### config.mk
export PLATFORM = sky130hd
export DESIGN_NAME = display_scan_ctrl_flat
export DESIGN_NICKNAME = d
export VERILOG_FILES = /design/src/rtl/display_scan_ctrl_if.sv /design/src/rtl/display_scan_ctrl.sv /design/src/flat_wrapper.sv
export SDC_FILE = /design/constraint.sdc
export NUM_CORES = 1
export LEC_CHECK = 0
export ABC_CLOCK_PERIOD_IN_PS = 5550
export CAP_MARGIN = 20
export CORE_UTILIZATION = 46
export CTS_CLUSTER_SIZE = 25
export DETAILED_ROUTE_END_ITERATION = 10
export GPL_ROUTABILITY_DRIVEN = 0
export PLACE_DENSITY = 0.8
export SYNTH_ARGS = -nofsm -noshare
export SYNTH_HDL_FRONTEND = slang
export SYNTH_SLANG_ARGS = --single-unit
### constraint.sdc
create_clock -name clk100mhz -period 5.55 [get_ports clk100mhz]
set_input_delay 1.3875 -clock clk100mhz [delete_from_list [all_inputs] [get_ports clk100mhz]]
set_output_delay 1.3875 -clock clk100mhz [all_outputs]
set_load 0.005 [all_outputs]
### src/rtl/display_scan_ctrl_if.sv
// Bundle of scan-controller signals: the controlling side (master) drives strobes,
// data and the digit mask; the scan controller (slave) returns the registered display outputs.
interface display_scan_ctrl_if;
   logic        tick;
   logic        load;
   logic [31:0] data_in;
   logic [7:0]  digit_en;
   logic [7:0]  anodes;
   logic [3:0]  hex_out;
   logic [2:0]  digit_sel;
   logic        upd_pending;

   modport master (
      output tick, load, data_in, digit_en,
      input  anodes, hex_out, digit_sel, upd_pending
   );

   modport slave (
      input  tick, load, data_in, digit_en,
      output anodes, hex_out, digit_sel, upd_pending
   );
endinterface

### src/rtl/display_scan_ctrl.sv
// Eight-digit multiplexed 7-segment scan controller with blanking gap and frame-synchronous data commit.
// Optional build macro LEADING_ZERO_BLANK_EN suppresses leading-zero digits (digit 0 always shown).
//
// state    | meaning
// ---------+--------------------------------------------------------------
// ST_SHOW  | current digit driven (if enabled); tick starts the blank gap
// ST_BLANK | all anodes off for BLANK_CYCLES cycles, then advance digit
module display_scan_ctrl #(
   parameter int unsigned BLANK_CYCLES = 4
) (
   input  logic                clk100mhz,
   input  logic                reset,
   display_scan_ctrl_if.slave  bus
);

   localparam logic [0:0] ST_SHOW  = 1'b0;
   localparam logic [0:0] ST_BLANK = 1'b1;

   logic [0:0]  state_q, state_d;
   logic [7:0]  blank_cnt_q, blank_cnt_d;
   logic [2:0]  sel_q, sel_d;
   logic [31:0] shadow_q, shadow_d;
   logic [31:0] disp_q, disp_d;
   logic        pend_q, pend_d;
   logic [7:0]  anodes_q, anodes_d;
   logic [3:0]  hex_q, hex_d;
   logic [2:0]  dsel_q;

   logic [2:0]  next_idx;
   logic [2:0]  cand;
   logic        found;
   logic        boundary;
   logic        suppress;

   // First enabled index after sel_q going upward with wrap; k=8 lands back on sel_q.
   always_comb begin
      next_idx = sel_q;
      cand     = sel_q;
      found    = 1'b0;
      for (int k = 1; k <= 8; k++) begin
         cand = sel_q + 3'(k);
         if (!found && bus.digit_en[cand]) begin
            next_idx = cand;
            found    = 1'b1;
         end
      end
   end

   always_comb begin
      state_d     = state_q;
      blank_cnt_d = blank_cnt_q;
      sel_d       = sel_q;
      boundary    = 1'b0;
      case (state_q)
         ST_SHOW: begin
            if (bus.tick) begin
               state_d     = ST_BLANK;
               blank_cnt_d = 8'(BLANK_CYCLES - 1);
            end
         end
         default: begin
            if (blank_cnt_q == 8'd0) begin
               state_d  = ST_SHOW;
               sel_d    = next_idx;
               boundary = (next_idx <= sel_q);
            end else begin
               blank_cnt_d = blank_cnt_q - 8'd1;
            end
         end
      endcase
      if (bus.tick && (bus.digit_en == 8'h00)) begin
         boundary = 1'b1;
      end
   end

   // A load on the boundary edge wins over the commit, pushing the commit to the next frame.
   always_comb begin
      shadow_d = shadow_q;
      disp_d   = disp_q;
      pend_d   = pend_q;
      if (bus.load) begin
         shadow_d = bus.data_in;
         pend_d   = 1'b1;
      end else if (boundary && pend_q) begin
         disp_d = shadow_q;
         pend_d = 1'b0;
      end
   end

   always_comb begin
`ifdef LEADING_ZERO_BLANK_EN
      suppress = (sel_q != 3'd0) && ((disp_q >> {sel_q, 2'b00}) == 32'h0);
`else
      suppress = 1'b0;
`endif
      anodes_d = 8'hFF;
      if ((state_q == ST_SHOW) && bus.digit_en[sel_q] && !suppress) begin
         anodes_d = ~(8'b1 << sel_q);
      end
      hex_d = disp_q[{sel_q, 2'b00} +: 4];
   end

   always_ff @(posedge clk100mhz) begin
      if (reset) begin
         state_q     <= ST_SHOW;
         blank_cnt_q <= 8'd0;
         sel_q       <= 3'd0;
         shadow_q    <= 32'h0;
         disp_q      <= 32'h0;
         pend_q      <= 1'b0;
         anodes_q    <= 8'hFF;
         hex_q       <= 4'h0;
         dsel_q      <= 3'd0;
      end else begin
         state_q     <= state_d;
         blank_cnt_q <= blank_cnt_d;
         sel_q       <= sel_d;
         shadow_q    <= shadow_d;
         disp_q      <= disp_d;
         pend_q      <= pend_d;
         anodes_q    <= anodes_d;
         hex_q       <= hex_d;
         dsel_q      <= sel_q;
      end
   end

   assign bus.anodes      = anodes_q;
   assign bus.hex_out     = hex_q;
   assign bus.digit_sel   = dsel_q;
   assign bus.upd_pending = pend_q;

endmodule
### src/flat_wrapper.sv
// flat-port wrapper written by rule: the top's interface ports become plain ports
module display_scan_ctrl_flat 
#(
   parameter int unsigned BLANK_CYCLES = 4
)
  (clk100mhz, reset, bus_tick, bus_load, bus_data_in, bus_digit_en, bus_anodes, bus_hex_out, bus_digit_sel, bus_upd_pending);
  display_scan_ctrl_if bus_i ();
  input  logic clk100mhz;
  input  logic reset;
  input wire logic [$bits(bus_i.tick)-1:0] bus_tick;
  input wire logic [$bits(bus_i.load)-1:0] bus_load;
  input wire logic [$bits(bus_i.data_in)-1:0] bus_data_in;
  input wire logic [$bits(bus_i.digit_en)-1:0] bus_digit_en;
  output wire logic [$bits(bus_i.anodes)-1:0] bus_anodes;
  output wire logic [$bits(bus_i.hex_out)-1:0] bus_hex_out;
  output wire logic [$bits(bus_i.digit_sel)-1:0] bus_digit_sel;
  output wire logic [$bits(bus_i.upd_pending)-1:0] bus_upd_pending;
  assign bus_i.tick = bus_tick;
  assign bus_i.load = bus_load;
  assign bus_i.data_in = bus_data_in;
  assign bus_i.digit_en = bus_digit_en;
  assign bus_anodes = bus_i.anodes;
  assign bus_hex_out = bus_i.hex_out;
  assign bus_digit_sel = bus_i.digit_sel;
  assign bus_upd_pending = bus_i.upd_pending;
  display_scan_ctrl #(.BLANK_CYCLES(BLANK_CYCLES)) u_core (.clk100mhz(clk100mhz), .reset(reset), .bus(bus_i));
endmodule
[Word-level counts from Yosys, hierarchy flattened]
Cells that the tools add are included.
Widths: inputs -> output; s select.
Storage, ports and cells
  output and inout port bits: 16
  input port bits: 44
  flip-flop bits (word level): 92
Cells by class
  bitwise operators: 4
  shifts and indexed selects: 2
  multiplexer cells: 42
  add/sub/neg operators: 8
  equal/unequal tests: 1
  $lt $le $gt $ge: 9
  reductions and logical operators: 25
Operators with widths (count)
  $lt 3x4->1 const B: 8
  $shiftx 32x6->4: 1
  $bmux 1 s3: 8
  $mux 3: 8
  $mux 8: 3
  $mux 1: 23
  $logic_not 8->1: 2
  $add 3x3->3 const B: 4
  $logic_and 1x1->1: 10
  $not 8->8: 1
  $shl 1x3->8 const A: 1
  $sub 8x1->8 const B: 1
  $logic_not 1->1: 7
  $add 3x2->3 const B: 2
  $reduce_and 2->1: 3
  $reduce_bool 2->1: 2
  $add 3x1->3 const B: 1
  $le 3x3->1: 1
  $not 1->1: 3
  $ne 2x2->1 const B: 1
  $reduce_or 2->1: 1

[Logic depth before layout (Yosys ltp)]
  word-level depth: 32
  mapped depth: 21
  gate-level depth less buffers: 17

[Least setup slack after synthesis]
Ideal clock, no wire load.
  path type: register to register
  start: register u_core.sel_q[1]
  end: register u_core.disp_q[2]
  setup slack: 1109 ps
  setup time: 128 ps
  data arrival time: 4314 ps
  data required time: 5422 ps
  path buffers: 4
  period minus slack after synthesis: 4441 ps
  cell stages (with the launch flop): 21
  cell sequence: dfxtp_1 -> buf_4 -> clkbuf_1 -> inv_1 -> ha_1 -> buf_6 -> mux4_1 -> mux2i_1 -> or2b_1 -> mux2i_1 -> o21bai_1 -> a21boi_0 -> ha_1 -> nor2b_1 -> o21ai_0 -> a32oi_1 -> o21ai_1 -> nand3_1 -> buf_2 -> mux2i_1 -> nor2_1
On the way
  longest elaborated chain between the ends: 31
  elaborated cells between the ends (all ways): 58
  classes of those cells: add/sub: 7; order compare: 1; mux: 34; reduce/logical: 16
RTL lines
  start: declaration: line display_scan_ctrl.sv:21  | logic [2:0] sel_q, sel_d;
  start signal: assignment: line display_scan_ctrl.sv:117  | sel_q <= sel_d;
  $add 3x1->3: line display_scan_ctrl.sv:41  | cand = sel_q + 3'(k);
  $bmux 1 s3: line display_scan_ctrl.sv:42  | if (!found && bus.digit_en[cand]) begin
  $mux 1 (implied by the code): line display_scan_ctrl.sv:42
  $mux 1: line display_scan_ctrl.sv:42
  $logic_not 1->1: line display_scan_ctrl.sv:42
  $logic_and 1x1->1: line display_scan_ctrl.sv:42
  $mux 1: line display_scan_ctrl.sv:42
  $logic_not 1->1: line display_scan_ctrl.sv:42
  [16 not listed]
  $mux 3 *: line display_scan_ctrl.sv:42
  named net u_core.next_idx[1]: line display_scan_ctrl.sv:29  | logic [2:0] next_idx;
  $le 3x3->1 *: line display_scan_ctrl.sv:65  | boundary = (next_idx <= sel_q);
  $mux 1 *: line display_scan_ctrl.sv:62  | if (blank_cnt_q == 8'd0) begin
  $mux 1 *: line display_scan_ctrl.sv:54  | case (state_q)
  $mux 1 *: line display_scan_ctrl.sv:71  | if (bus.tick && (bus.digit_en == 8'h00)) begin
  $logic_and 1x1->1 *: line display_scan_ctrl.sv:84  | end else if (boundary && pend_q) begin
  $reduce_and 2->1 (no line) *
  end signal: assignment: line display_scan_ctrl.sv:119  | disp_q <= disp_d;
  end: declaration: line display_scan_ctrl.sv:23  | logic [31:0] disp_q, disp_d;
The timed path passes the listed nets; every way through them passes the cells marked *. The select of a mux whose other input is x is not followed.
A chain may end at the register's enable or synchronous reset.

[Worst setup path in the final report]
  start: input bus_digit_en[0]
  end: register u_core.disp_q[5]
On the way
  longest elaborated chain between the ends: 30
  elaborated cells between the ends (all ways): 53
  classes of those cells: order compare: 1; mux: 34; reduce/logical: 18
RTL lines
  start: declaration: line flat_wrapper.sv:13  | input wire logic [$bits(bus_i.digit_en)-1:0] bus_digit_en;
  $bmux 1 s3: line display_scan_ctrl.sv:42
  $mux 1 (implied by the code): line display_scan_ctrl.sv:42
  $mux 1: line display_scan_ctrl.sv:42
  $logic_not 1->1: line display_scan_ctrl.sv:42
  $logic_and 1x1->1: line display_scan_ctrl.sv:42
  $mux 1: line display_scan_ctrl.sv:42
  $logic_not 1->1: line display_scan_ctrl.sv:42
  $logic_and 1x1->1: line display_scan_ctrl.sv:42
  [15 not listed]
  $mux 3 *: line display_scan_ctrl.sv:42
  named net u_core.next_idx[1]: line display_scan_ctrl.sv:29
  $le 3x3->1 *: line display_scan_ctrl.sv:65
  $mux 1 *: line display_scan_ctrl.sv:62
  $mux 1 *: line display_scan_ctrl.sv:54
  $mux 1 *: line display_scan_ctrl.sv:71
  $logic_and 1x1->1 *: line display_scan_ctrl.sv:84
  $reduce_and 2->1 (no line) *
Marked as above.

==> results.toml <==
[finish]
finalNetCount = 532
final-seq-area_sq_um = 1842
syn2layout_area_growth_pct = 19.93
multi_input_area_sq_um = 2456
diodes = 0
finalCoreUtilization_pct = 57.22
design_area_sq_um = 5338
layout.filler_cells = 792
post_route_cells_drive_above_1_share_pct = 11.41

[sta]
slew_headroom_pct = 30.88
hold_slack_ns = 0.4959
finalWorstPathRequiredPeriod_ns = 4.932
max_freq_mhz = 202.7
timing.final.setup_violations = 0
drv_slew = 0
fin_worst_skew_ns = 0.008369
setup_tns_ns = 0
rsz0062_at_grt = "no"
final-hold-violation-count = 0
timing.final.crit_share_pct = 88.87
worst_pin_slew_ns = 1.037

[routing]
drt_iter0_markers = 230
post_dr_vias_cell = 5.439
wl_um = 9458
dr.pass1.iters = 4
route.detailed.wl_per_inst_um = 15.48
drcViolationCount = 0
num_vias = 3323
route.antenna.remaining_nets = 0

[floorplanning]
coreArea_sq_um = 9328
fp.dieArea_sq_um = 10070
dieWidth_um = 100.4
die_y_um = 100.4
row_count = 35
initial_core_util_pct = 47.71
ios = 60

[critical_path]
slowest_stage = "mux4_2"
crit_chain = "clkdlybuf4s50_1, mux4_2, mux2i_4, mux2i_1, o22ai_1, a21oi_1, o21bai_1, a21boi_0, ha_1, nor2b_1, o21ai_0, a32oi_1, o21ai_1, nand3_2, buf_12, mux2i_1, nor2_1"
timing.critical_path.slowest_cell_delay_ns = 0.60
critPathMaxFanout = 32
cp.required_ns = 5.77
worst-path-buf-inv = 2
critical-path-top-cell-by-count = "mux2i_1"
data_arrival_time_of_the_critical_path_ns = 5.16
worstSetupStartpointType = "input pin"
path_delay_family = "multiplexers"
critPathCaptureType = "flop"
crit_path_kind = "in2reg"

[clock_tree]
clkSinkCount = 92
cts_repair_resize_count = 0
numCtsBuffers = 9
cts.htree.levels = 3
cts_tree = "built"
clock_latency_ns = 0.35
clk_pin_slew_worst_paths_ns = 0.09
cts_root_buf = "clkbuf_8"
cts.path.max_buffers = 2
post_cts_hold_buffer_count = 0
post-cts-setup-buffer-count = 0

[global_routing]
grt_antenna_before_repair = 0
grt_pass1_vias = 3239
groute.usage.overall_pct = 19.84
grt.overflow.total = 0
grt_pass1_wl_um = 15570
grt_start_max_net_pins = 61

[logic_synthesis]
synth_nets = 480
synth_cells = 425
postSynthRegisterBits = 92
post_synth_instance_area_sq_um = 4451
number_of_distinct_library_cells_after_synthesis = 53
syn_area_per_cell_sq_um = 10.47
yosysWarningCount = 0
synth_seq_area_share_pct = 41.38

[placement]
portBuffers = 59
dpl-instance-area_sq_um = 5142
dp.final_hpwl_um = 6642

[outcome]
status = "finished, final reports clean"

[pwr]
overall_power_mw = 1.649
ir_worst_vdd_v = 0.0001461
power-per-cell-area_nw_per_um2 = 309.0
power_leakage_nw = 2.297

[flow_run]
cap_violations = 0

[worst_hold_path]
hp-class = "reg2reg"
layer usage:
layer	GRT usage, %	part of all wire (%)	wire length (um)
met5	0	0	0
met4	5.797	1.1	107
met3	4.318	4.7	440
met2	33.98	50	4762
met1	25.10	44	4147
state kept, by name, indices dropped and copies added (netlist names):
register / cells
u_core.blank_cnt_q: 8
u_core.bus.digit_sel: 3
u_core.bus.anodes: 8
u_core.shadow_q: 32
u_core.disp_q: 32
u_core.sel_q: 3
u_core.bus.hex_out: 4
u_core.bus.upd_pending: 1
u_core.state_q: 1
cell usage after synthesis (all sizes together):
library cell	instances	share of area (%)
a211o	1	0.20
a211oi	2	0.34
a21boi	2	0.34
a21o	1	0.17
a21oi	7	0.79
a221oi	1	0.20
a22o	3	0.59
a22oi	1	0.17
a311oi	2	0.39
a32oi	2	0.39
and3	2	0.28
and4	1	0.20
buf	14	1.8
clkbuf	11	0.93
dfxtp	92	41
ha	11	3.1
inv	10	0.84
mux2	5	1.3
mux2i	76	18
mux4	20	10
nand2	21	1.8
nand2b	1	0.14
nand3	4	0.45
nand4	2	0.42
nand4b	3	0.59
nor2	86	7.3
nor2b	2	0.45
nor3	5	0.56
nor4	4	0.56
nor4b	1	0.53
o2111ai	2	0.39
o211ai	3	0.51
o21ai	5	0.56
o21bai	1	0.17
o22ai	1	0.14
o31ai	3	0.82
or2	1	0.14
or2b	1	0.17
or3	3	0.42
or4	2	0.34
xnor2	4	0.79
xor2	6	1.2
where the power goes:
| group | leakage, nW | internal [mW] | switching (mW) | total [mW] |
|---|---|---|---|---|
| registers | 0.750 | 0.692 | 0.0247 | 0.717 |
| clock network | 0.0938 | 0.222 | 0.221 | 0.443 |
| logic | 1.45 | 0.232 | 0.257 | 0.489 |
| total | 2.30 | 1.15 | 0.503 | 1.65 |
worst min-delay path: cells and delay by family, from the launching register on:
kind          cells  cell delay, ns
flops             1            0.33
mux               1            0.07
simple gates      1            0.07
per-stage QoR:
step	setup slack, ns	cells
floorplan	1.109	425
finish	0.6176	611
CTS	0.6627	611
global placement	0.4668	595
global route	0.3969	611
detailed placement	0.3217	595
layout make-up:
type | count | area share (%)
clock buffers | 13 | 2.790
well taps | 129 | 3.024
inverters | 10 | 0.7032
clock inverters | 3 | 0.8673
multi-input cells | 298 | 46.02
flip-flops and latches | 92 | 34.51
repair buffers | 66 | 12.10
placed cells by master (no fill, tap or decap), types with 4 or more instances in the layout:
cell and instances:
dfxtp_1 92, nor2_1 86, mux2i_1 73, clkdlybuf4s50_1 57
nand2_1 21, mux4_2 18, ha_1 11, clkbuf_8 10
inv_1 9, a21oi_1 7, xor2_1 6, buf_4 6
nor3_1 5, mux2_2 4, xnor2_1 4, nor4_1 4
logic make-up (layout without fill, tap and decap cells):
| group | count (synthesis) | after routing | share of synthesized area [%] |
|---|---|---|---|
| adders and majority gates | 11 | 11 | 3.092 |
| AOI/OAI and AO/OA | 37 | 37 | 6.157 |
| buffers and inverters | 35 | 92 | 3.542 |
| muxes | 101 | 101 | 29.58 |
| and+or+nand+nor | 139 | 139 | 14.28 |
| xor gates and xnor gates | 10 | 10 | 1.968 |
| DFF | 92 | 92 | 41.38 |
worst paths after layout:
path	start	end	slack [ns]	cells past startpoint
setup / recovery	bus_digit_en[0]	u_core.disp_q[5]	0.62	17
hold / removal	u_core.shadow_q[24]	u_core.disp_q[24]	0.50	2
setup reg to reg	u_core.sel_q[0]	u_core.disp_q[5]	0.87	18
hold reg to reg	u_core.shadow_q[24]	u_core.disp_q[24]	0.50	2
(Power assumes the default switching activity.)
